==> config.mk <==
export PLATFORM = sky130hd
export DESIGN_NAME = reaction_timer_core_flat
export DESIGN_NICKNAME = d
export VERILOG_FILES = /design/src/rtl/reaction_pkg.sv /design/src/rtl/reaction_timer_core_if.sv /design/src/rtl/lfsr_prng.sv /design/src/rtl/reaction_timer_core.sv /design/src/flat_wrapper.sv
export SDC_FILE = /design/constraint.sdc
export NUM_CORES = 1
export LEC_CHECK = 0
export BUFFER_PORTS_ARGS = -buffer_cell sky130_fd_sc_hd__buf_2
export CORE_MARGIN = 4
export CORE_UTILIZATION = 54
export DETAILED_ROUTE_END_ITERATION = 10
export GPL_TIMING_DRIVEN = 0
export PLACE_DENSITY = 0.82
export SLEW_MARGIN = 20
export SYNTH_ARGS = -nofsm -noshare
export SYNTH_HDL_FRONTEND = slang
export SYNTH_SLANG_ARGS = --single-unit
==> constraint.sdc <==
create_clock -name CLOCK_50 -period 2.46 [get_ports CLOCK_50]
set_clock_uncertainty 0.15 [all_clocks]
set_input_delay 0.492 -clock CLOCK_50 [delete_from_list [all_inputs] [get_ports CLOCK_50]]
set_output_delay 0.492 -clock CLOCK_50 [all_outputs]
set_load 0.005 [all_outputs]
==> src/rtl/reaction_pkg.sv <==
// Shared definitions for the reaction-timer core: FSM encoding, LFSR taps,
// and counter-limit helper.
package reaction_pkg;

  typedef enum logic [2:0] {
    S_IDLE   = 3'd0,
    S_LIGHTS = 3'd1,
    S_WAIT   = 3'd2,
    S_FAULT  = 3'd3,
    S_TIMING = 3'd4
  } state_e;

  // Maximal-length Fibonacci tap masks (bit positions are exponent-1).
  function automatic logic [15:0] lfsr_taps(int unsigned w);
    case (w)
      7:       return 16'h0060;
      8:       return 16'h00B8;
      9:       return 16'h0110;
      10:      return 16'h0240;
      11:      return 16'h0500;
      12:      return 16'h0829;
      13:      return 16'h100D;
      14:      return 16'h2015;
      15:      return 16'h6000;
      16:      return 16'hD008;
      default: return 16'h0060;
    endcase
  endfunction

  function automatic int unsigned cnt_max(int unsigned w);
    return (32'd1 << w) - 32'd1;
  endfunction

endpackage

==> src/rtl/reaction_timer_core_if.sv <==
// Player/board-facing signal bundle of the reaction-timer core.
interface reaction_timer_core_if #(
  parameter int unsigned N_LIGHTS = 10,
  parameter int unsigned CNT_W    = 14
);
  logic                start;
  logic                react;
  logic [N_LIGHTS-1:0] lights;
  logic [CNT_W-1:0]    rt_ms;
  logic                rt_valid;
  logic [CNT_W-1:0]    best_ms;
  logic                false_start;
  logic                busy;

  modport master (
    output start, react,
    input  lights, rt_ms, rt_valid, best_ms, false_start, busy
  );

  modport slave (
    input  start, react,
    output lights, rt_ms, rt_valid, best_ms, false_start, busy
  );
endinterface

==> src/rtl/lfsr_prng.sv <==
// Free-running Fibonacci LFSR; seeded to 1 on reset so it never locks at zero.
module lfsr_prng
  import reaction_pkg::*;
#(
  parameter int unsigned LFSR_W = 7
) (
  input  logic              CLOCK_50,
  input  logic              rst,
  output logic [LFSR_W-1:0] q
);

  localparam logic [LFSR_W-1:0] TAPS = LFSR_W'(lfsr_taps(LFSR_W));

  logic [LFSR_W-1:0] q_q, q_d;

  always_comb begin
    q_d = {q_q[LFSR_W-2:0], ^(q_q & TAPS)};
  end

  always_ff @(posedge CLOCK_50) begin
    if (rst) q_q <= LFSR_W'(1);
    else     q_q <= q_d;
  end

  assign q = q_q;

endmodule

==> src/rtl/reaction_timer_core.sv <==
// Reaction-time game engine: light build-up, random hold, lights-out, ms timing,
// false-start detection and best-time tracking.
module reaction_timer_core
  import reaction_pkg::*;
#(
  parameter int unsigned CLK_PER_MS    = 50000,
  parameter int unsigned N_LIGHTS      = 10,
  parameter int unsigned STEP_MS       = 500,
  parameter int unsigned LFSR_W        = 7,
  parameter int unsigned MIN_DELAY_MS  = 250,
  parameter int unsigned DELAY_STEP_MS = 16,
  parameter int unsigned CNT_W         = 14
) (
  input logic                  CLOCK_50,
  input logic                  rst,
  reaction_timer_core_if.slave bus
);

  localparam int unsigned PS_W      = (CLK_PER_MS > 1) ? $clog2(CLK_PER_MS) : 1;
  localparam int unsigned MAX_DELAY = MIN_DELAY_MS + ((32'd1 << LFSR_W) - 32'd1) * DELAY_STEP_MS;
  localparam int unsigned MS_MAX    = (MAX_DELAY > STEP_MS) ? MAX_DELAY : STEP_MS;
  localparam int unsigned MS_W      = $clog2(MS_MAX + 1);
  localparam logic [CNT_W-1:0] RT_MAX = CNT_W'(cnt_max(CNT_W));
  localparam logic [CNT_W-1:0] RT_SAT = RT_MAX - 1'b1;

  state_e              state_q, state_d;
  logic [N_LIGHTS-1:0] lights_q, lights_d;
  logic [MS_W-1:0]     ms_q, ms_d;
  logic [MS_W-1:0]     delay_q, delay_d;
  logic [CNT_W-1:0]    rt_cnt_q, rt_cnt_d;
  logic [PS_W-1:0]     pre_q, pre_d;
  logic [CNT_W-1:0]    rt_ms_q, rt_ms_d;
  logic                rt_valid_q, rt_valid_d;
  logic [CNT_W-1:0]    best_q, best_d;
  logic                false_start_q, false_start_d;
  logic                busy_q, busy_d;
  logic                start_q, react_q;
  logic [LFSR_W-1:0]   lfsr_q;
  logic                start_e, react_e, tick;

  lfsr_prng #(.LFSR_W(LFSR_W)) u_lfsr (
    .CLOCK_50 (CLOCK_50),
    .rst      (rst),
    .q        (lfsr_q)
  );

  assign start_e = bus.start & ~start_q;
  assign react_e = bus.react & ~react_q;
  assign tick    = (pre_q == PS_W'(CLK_PER_MS - 1));

  always_comb begin
    state_d    = state_q;
    lights_d   = lights_q;
    ms_d       = ms_q;
    delay_d    = delay_q;
    rt_cnt_d   = rt_cnt_q;
    rt_ms_d    = rt_ms_q;
    rt_valid_d = 1'b0;
    best_d     = best_q;
    pre_d      = tick ? '0 : pre_q + 1'b1;

    case (state_q)
      S_IDLE, S_FAULT: begin
        lights_d = (state_q == S_FAULT) ? '1 : '0;
        if (start_e) begin
          state_d  = S_LIGHTS;
          lights_d = N_LIGHTS'(1);
          ms_d     = '0;
          pre_d    = '0;
        end
      end
      S_LIGHTS: begin
        if (react_e) begin
          state_d  = S_FAULT;
          lights_d = '1;
        end else if (tick) begin
          if (ms_q == MS_W'(STEP_MS - 1)) begin
            ms_d = '0;
            if (lights_q == '1) begin
              state_d = S_WAIT;
              delay_d = MS_W'(MIN_DELAY_MS + 32'(lfsr_q) * DELAY_STEP_MS);
            end else begin
              lights_d = {lights_q[N_LIGHTS-2:0], 1'b1};
            end
          end else begin
            ms_d = ms_q + 1'b1;
          end
        end
      end
      S_WAIT: begin
        // A press on the lights-out edge itself still counts as a false start.
        if (react_e) begin
          state_d  = S_FAULT;
          lights_d = '1;
        end else if (tick) begin
          if (ms_q + 1'b1 == delay_q) begin
            state_d  = S_TIMING;
            lights_d = '0;
            pre_d    = '0;
            rt_cnt_d = '0;
          end else begin
            ms_d = ms_q + 1'b1;
          end
        end
      end
      S_TIMING: begin
        if (tick && rt_cnt_q == RT_SAT) begin
          state_d    = S_IDLE;
          rt_cnt_d   = RT_MAX;
          rt_ms_d    = RT_MAX;
          rt_valid_d = 1'b1;
        end else if (react_e) begin
          state_d    = S_IDLE;
          rt_ms_d    = rt_cnt_q;
          rt_valid_d = 1'b1;
          if (rt_cnt_q < best_q) best_d = rt_cnt_q;
        end else if (tick) begin
          rt_cnt_d = rt_cnt_q + 1'b1;
        end
      end
      default: state_d = S_IDLE;
    endcase

    false_start_d = (state_d == S_FAULT);
    busy_d        = (state_d == S_LIGHTS) || (state_d == S_WAIT) || (state_d == S_TIMING);
  end

  always_ff @(posedge CLOCK_50) begin
    if (rst) begin
      state_q       <= S_IDLE;
      lights_q      <= '0;
      ms_q          <= '0;
      delay_q       <= '0;
      rt_cnt_q      <= '0;
      pre_q         <= '0;
      rt_ms_q       <= '0;
      rt_valid_q    <= 1'b0;
      best_q        <= '1;
      false_start_q <= 1'b0;
      busy_q        <= 1'b0;
      start_q       <= 1'b0;
      react_q       <= 1'b0;
    end else begin
      state_q       <= state_d;
      lights_q      <= lights_d;
      ms_q          <= ms_d;
      delay_q       <= delay_d;
      rt_cnt_q      <= rt_cnt_d;
      pre_q         <= pre_d;
      rt_ms_q       <= rt_ms_d;
      rt_valid_q    <= rt_valid_d;
      best_q        <= best_d;
      false_start_q <= false_start_d;
      busy_q        <= busy_d;
      start_q       <= bus.start;
      react_q       <= bus.react;
    end
  end

  assign bus.lights      = lights_q;
  assign bus.rt_ms       = rt_ms_q;
  assign bus.rt_valid    = rt_valid_q;
  assign bus.best_ms     = best_q;
  assign bus.false_start = false_start_q;
  assign bus.busy        = busy_q;

endmodule

==> src/flat_wrapper.sv <==
// flat-port wrapper written by rule: the top's interface ports become plain ports
module reaction_timer_core_flat import reaction_pkg::*;
#(
  parameter int unsigned CLK_PER_MS    = 50000,
  parameter int unsigned N_LIGHTS      = 10,
  parameter int unsigned STEP_MS       = 500,
  parameter int unsigned LFSR_W        = 7,
  parameter int unsigned MIN_DELAY_MS  = 250,
  parameter int unsigned DELAY_STEP_MS = 16,
  parameter int unsigned CNT_W         = 14
)
  (CLOCK_50, rst, bus_start, bus_react, bus_lights, bus_rt_ms, bus_rt_valid, bus_best_ms, bus_false_start, bus_busy);
  reaction_timer_core_if #(.N_LIGHTS(N_LIGHTS), .CNT_W(CNT_W)) bus_i ();
  input logic CLOCK_50;
  input logic rst;
  input wire logic [$bits(bus_i.start)-1:0] bus_start;
  input wire logic [$bits(bus_i.react)-1:0] bus_react;
  output wire logic [$bits(bus_i.lights)-1:0] bus_lights;
  output wire logic [$bits(bus_i.rt_ms)-1:0] bus_rt_ms;
  output wire logic [$bits(bus_i.rt_valid)-1:0] bus_rt_valid;
  output wire logic [$bits(bus_i.best_ms)-1:0] bus_best_ms;
  output wire logic [$bits(bus_i.false_start)-1:0] bus_false_start;
  output wire logic [$bits(bus_i.busy)-1:0] bus_busy;
  assign bus_i.start = bus_start;
  assign bus_i.react = bus_react;
  assign bus_lights = bus_i.lights;
  assign bus_rt_ms = bus_i.rt_ms;
  assign bus_rt_valid = bus_i.rt_valid;
  assign bus_best_ms = bus_i.best_ms;
  assign bus_false_start = bus_i.false_start;
  assign bus_busy = bus_i.busy;
  reaction_timer_core #(.CLK_PER_MS(CLK_PER_MS), .N_LIGHTS(N_LIGHTS), .STEP_MS(STEP_MS), .LFSR_W(LFSR_W), .MIN_DELAY_MS(MIN_DELAY_MS), .DELAY_STEP_MS(DELAY_STEP_MS), .CNT_W(CNT_W)) u_core (.CLOCK_50(CLOCK_50), .rst(rst), .bus(bus_i));
endmodule
==> flow_summary.yaml <==
routing:
  antenna_left: 0
  vias: 5728
  vias_per_cell: 6.26
  drtIter0Drc: 730
  wirelength_um: 17300
  route.detailed.drc: 0
  first_pass_iters: 6
  wire_per_inst_um: 18.9
synth:
  syn_inst: 679
  synth_edf_count: 0
  ys_seq_elements: 104
  yosysTopAreaCellShare_pct: 37.4
  ys_top_cells_by_area: "dfxtp_1 (37%), nor2_1 (6.5%), ha_1 (4.5%)"
  syn_area_um2: 5560
  syn-num-nets: 703
  ys_warn_count: 0
  ys_seq_area_share_pct: 37.4
  synth.avg_cell_area_um2: 8.19
  synth_cell_types: 69
  yosys.area.top_type: "dfxtp_1"
  async_flop_share_pct: 0
  yosys-top-cells-count: "dfxtp_1 (104), nor2_1 (97), nand2_1 (57), a21oi_1 (44), inv_1 (36)"
  ys.flop_type: "dfxtp_1"
  yosysMostFrequentCell: "dfxtp_1"
clock_network:
  cts.reportedPaths.clkPinSlew_ps: 110
  clk-insertion-delay-late_ps: 380
  cts_hold_buf: 0
  cts-buffers-inserted: 9
  htree_levels: 3
  clk_path_buf_depth: 2
  tritoncts: "done"
  root_buffer: "clkbuf_8"
  clock-sinks: 104
layout:
  final_nets: 801
  final_layout_size_suffix_gt1_share_pct: 29.2
  n_antenna_cell: 0
  fin_util_pct: 71.3
  syn_to_final_growth_pct: 27.0
  final_cells: 915
global_routing:
  antenna_found_initial: 0
  grt_pass1_vias: 5363
  grt_pass1_wl_um: 25400
  overflow: 0
  grt_max_degree: 19
  grtUsageTotal_pct: 26.6
critical_path:
  cpLargestDelayFamily: "compound AO/OA/AOI/OAI gates"
  critPathKind: "flip-flop to flip-flop"
  cpPeakStageDelay_ps: 390
  setup.worst_path.start_class: "flip-flop"
  path_buf_inv: 3
  cpMostUsedCell: "buf_4"
  slowest_stage: "dfxtp_4"
  critPathArrivalTime_ps: 2870
  critPathRequiredTime_ps: 2570
  path_cells: "ha_4 -> nand4_1 -> buf_4 -> nor3_2 -> o2111ai_2 -> nor4_4 -> buf_12 -> a31oi_4 -> buf_4 -> o21ai_0 -> a21oi_1"
  path_max_fanout: 8
  crit_path_end_kind: "flip-flop"
run_status:
  violations: "setup timing"
  status: "complete, but fails checks"
power_and_ir_drop:
  power_frac_clock_pct: 31.2
  p_leak_nw: 2.81
  seqPwrFrac_pct: 53.0
  power.internal_mw: 2.30
  p_sw_mw: 1.00
  p_comb_share_pct: 15.8
  vdd_ir_drop_max_v: 0.000338
  power_density_nw_per_um2: 468
  swShare_pct: 30.3
  finalPower_mw: 3.30
sta:
  timing.fmax_ghz: 0.362
  finalMaxSlewViolations: 0
  finalCritPeriodShare_pct: 112
  setup_viol: 46
  period_needed_ps: 2760
  setup-tns-final_ps: -6780
  hold_viol: 0
  worst_slack_ps: -302
  holdWs_ps: 208
  worstMarginPinSlew_ps: 752
  rsz0062_at_grt: "true"
  relSlewSlack_pct: 49.9
place:
  numPortBuffers: 44
  place.detailed.hpwl_um: 10200
  gp_congestion: 0.940
  dp.cells: 856
die:
  die-area_um2: 12000
  core_um2: 9910
  num_rows: 36
  top_level_ports: 45
  fp.dieW_um: 109
  die_height_um: 109
  floorplan.initialDensity_pct: 56.1
min_path:
  hold_class: "input pin to flip-flop"
job:
  maxCapViolCount: 0
[layer usage]
metal / track usage [%] / vias up / part of all wire, %
met1: 32.5 / 2728 / 39
met3: 4.23 / 92 / 8.2
met2: 44.7 / 317 / 48
met4: 14.3 / 0 / 4.7
li1: - / 2591 / -
met5: 0 / - / 0
[cells in the final DEF (no fill, tap or decap), types with 5 or more instances in the layout]
master,count
nor2_1,96
dfxtp_1,89
nand2_1,51
buf_2,45
buf_4,42
inv_1,35
a21oi_1,35
o21ai_0,24
nand3_1,20
xnor2_1,18
nor2b_1,18
ha_1,18
clkbuf_1,17
nand4_1,17
mux2i_1,15
o22ai_1,14
clkbuf_8,13
nor3_1,11
dfxtp_2,11
xor2_1,10
buf_6,9
a211oi_2,8
a21oi_2,8
nand2_2,6
nor4_4,6
nand2b_1,6
clkbuf_2,6
and3_1,6
a31oi_1,5
o21ai_1,5
[power groups by stage]
stage                     Combinational (mW)  Sequential, mW  Clock [mW]
final                                  0.521            1.75        1.03
after global routing                   0.550            1.75        1.10
after CTS                              0.434            1.75        1.04
after detailed placement               0.351            1.79           0
after global placement                 0.340            1.78           0
after floorplan                        0.249            1.78           0
[worst reg2reg max path: cells and delay by family, from the launching register on]
family	cells	cell delay [ps]
flops	1	390
fa+ha+maj	1	150
simple gates	3	660
compound gates	4	720
buf+inv	3	560
[timing repair]
| item | CTS | global route |
|---|---|---|
| resized for setup | 71 | 61 |
| endpoints found under the hold margin | 0 | 0 |
| pin swaps | 23 | 38 |
| setup buffers | 26 | 23 |
| setup endpoints to repair | 88 | 87 |
| gates cloned | 3 | 0 |
[worst paths after layout]
| kind | startpoint | endpoint | slack (ps) | cells past startpoint |
|---|---|---|---|---|
| worst min register to register | u_core.pre_q[0] | u_core.pre_q[0] | 320 | 1 |
| worst max-delay path | u_core.ms_q[0] | u_core.rt_cnt_q[2] | -300 | 11 |
| worst max register to register | u_core.ms_q[0] | u_core.rt_cnt_q[2] | -300 | 11 |
| worst min-delay path | bus_start | u_core.start_q | 210 | 2 |
[kinds of logic after synthesis]
kind of cell,Yosys count,synth area share (%)
AOI/OAI and AO/OA,151,18.1
xor gates and xnor gates,31,4.88
adders and majority gates,20,4.50
buffers and inverters,76,6.25
DFF,104,37.4
muxes,17,3.06
and+or+nand+nor,280,25.8
[sequential cells by signal, summed over array words and instances (netlist names)]
| name | cells |
|---|---|
| u_core.pre_q | 16 |
| u_core.bus.best_ms | 14 |
| u_core.bus.rt_ms | 14 |
| u_core.rt_cnt_q | 14 |
| u_core.ms_q | 12 |
| u_core.bus.lights | 10 |
| u_core.delay_q | 9 |
| u_core.u_lfsr.q | 7 |
| u_core.state_q | 3 |
| u_core.bus.busy | 1 |
| u_core.bus.false_start | 1 |
| u_core.bus.rt_valid | 1 |
| u_core.react_q | 1 |
| u_core.start_q | 1 |
[layout make-up]
class	instances	area, um2
fillers	701	2850
well taps	133	166
multi-input cells	500	3650
flip-flops and latches	104	2110
repair buffers	93	617
clock buffers	9	124
clock inverters	7	52.6
plain buffers	33	211
inverters	36	135
[through the flow]
stage,worst slack (ps),cell area (um2)
6_report,-302,7060
4_1_cts,-67.5,6660
3_5_place_dp,-519,5980
3_3_place_gp,-478,5980
2_1_floorplan,8.14,5600
5_1_grt,-406,7060
Note: power is estimated with default switching activity, not from simulation.
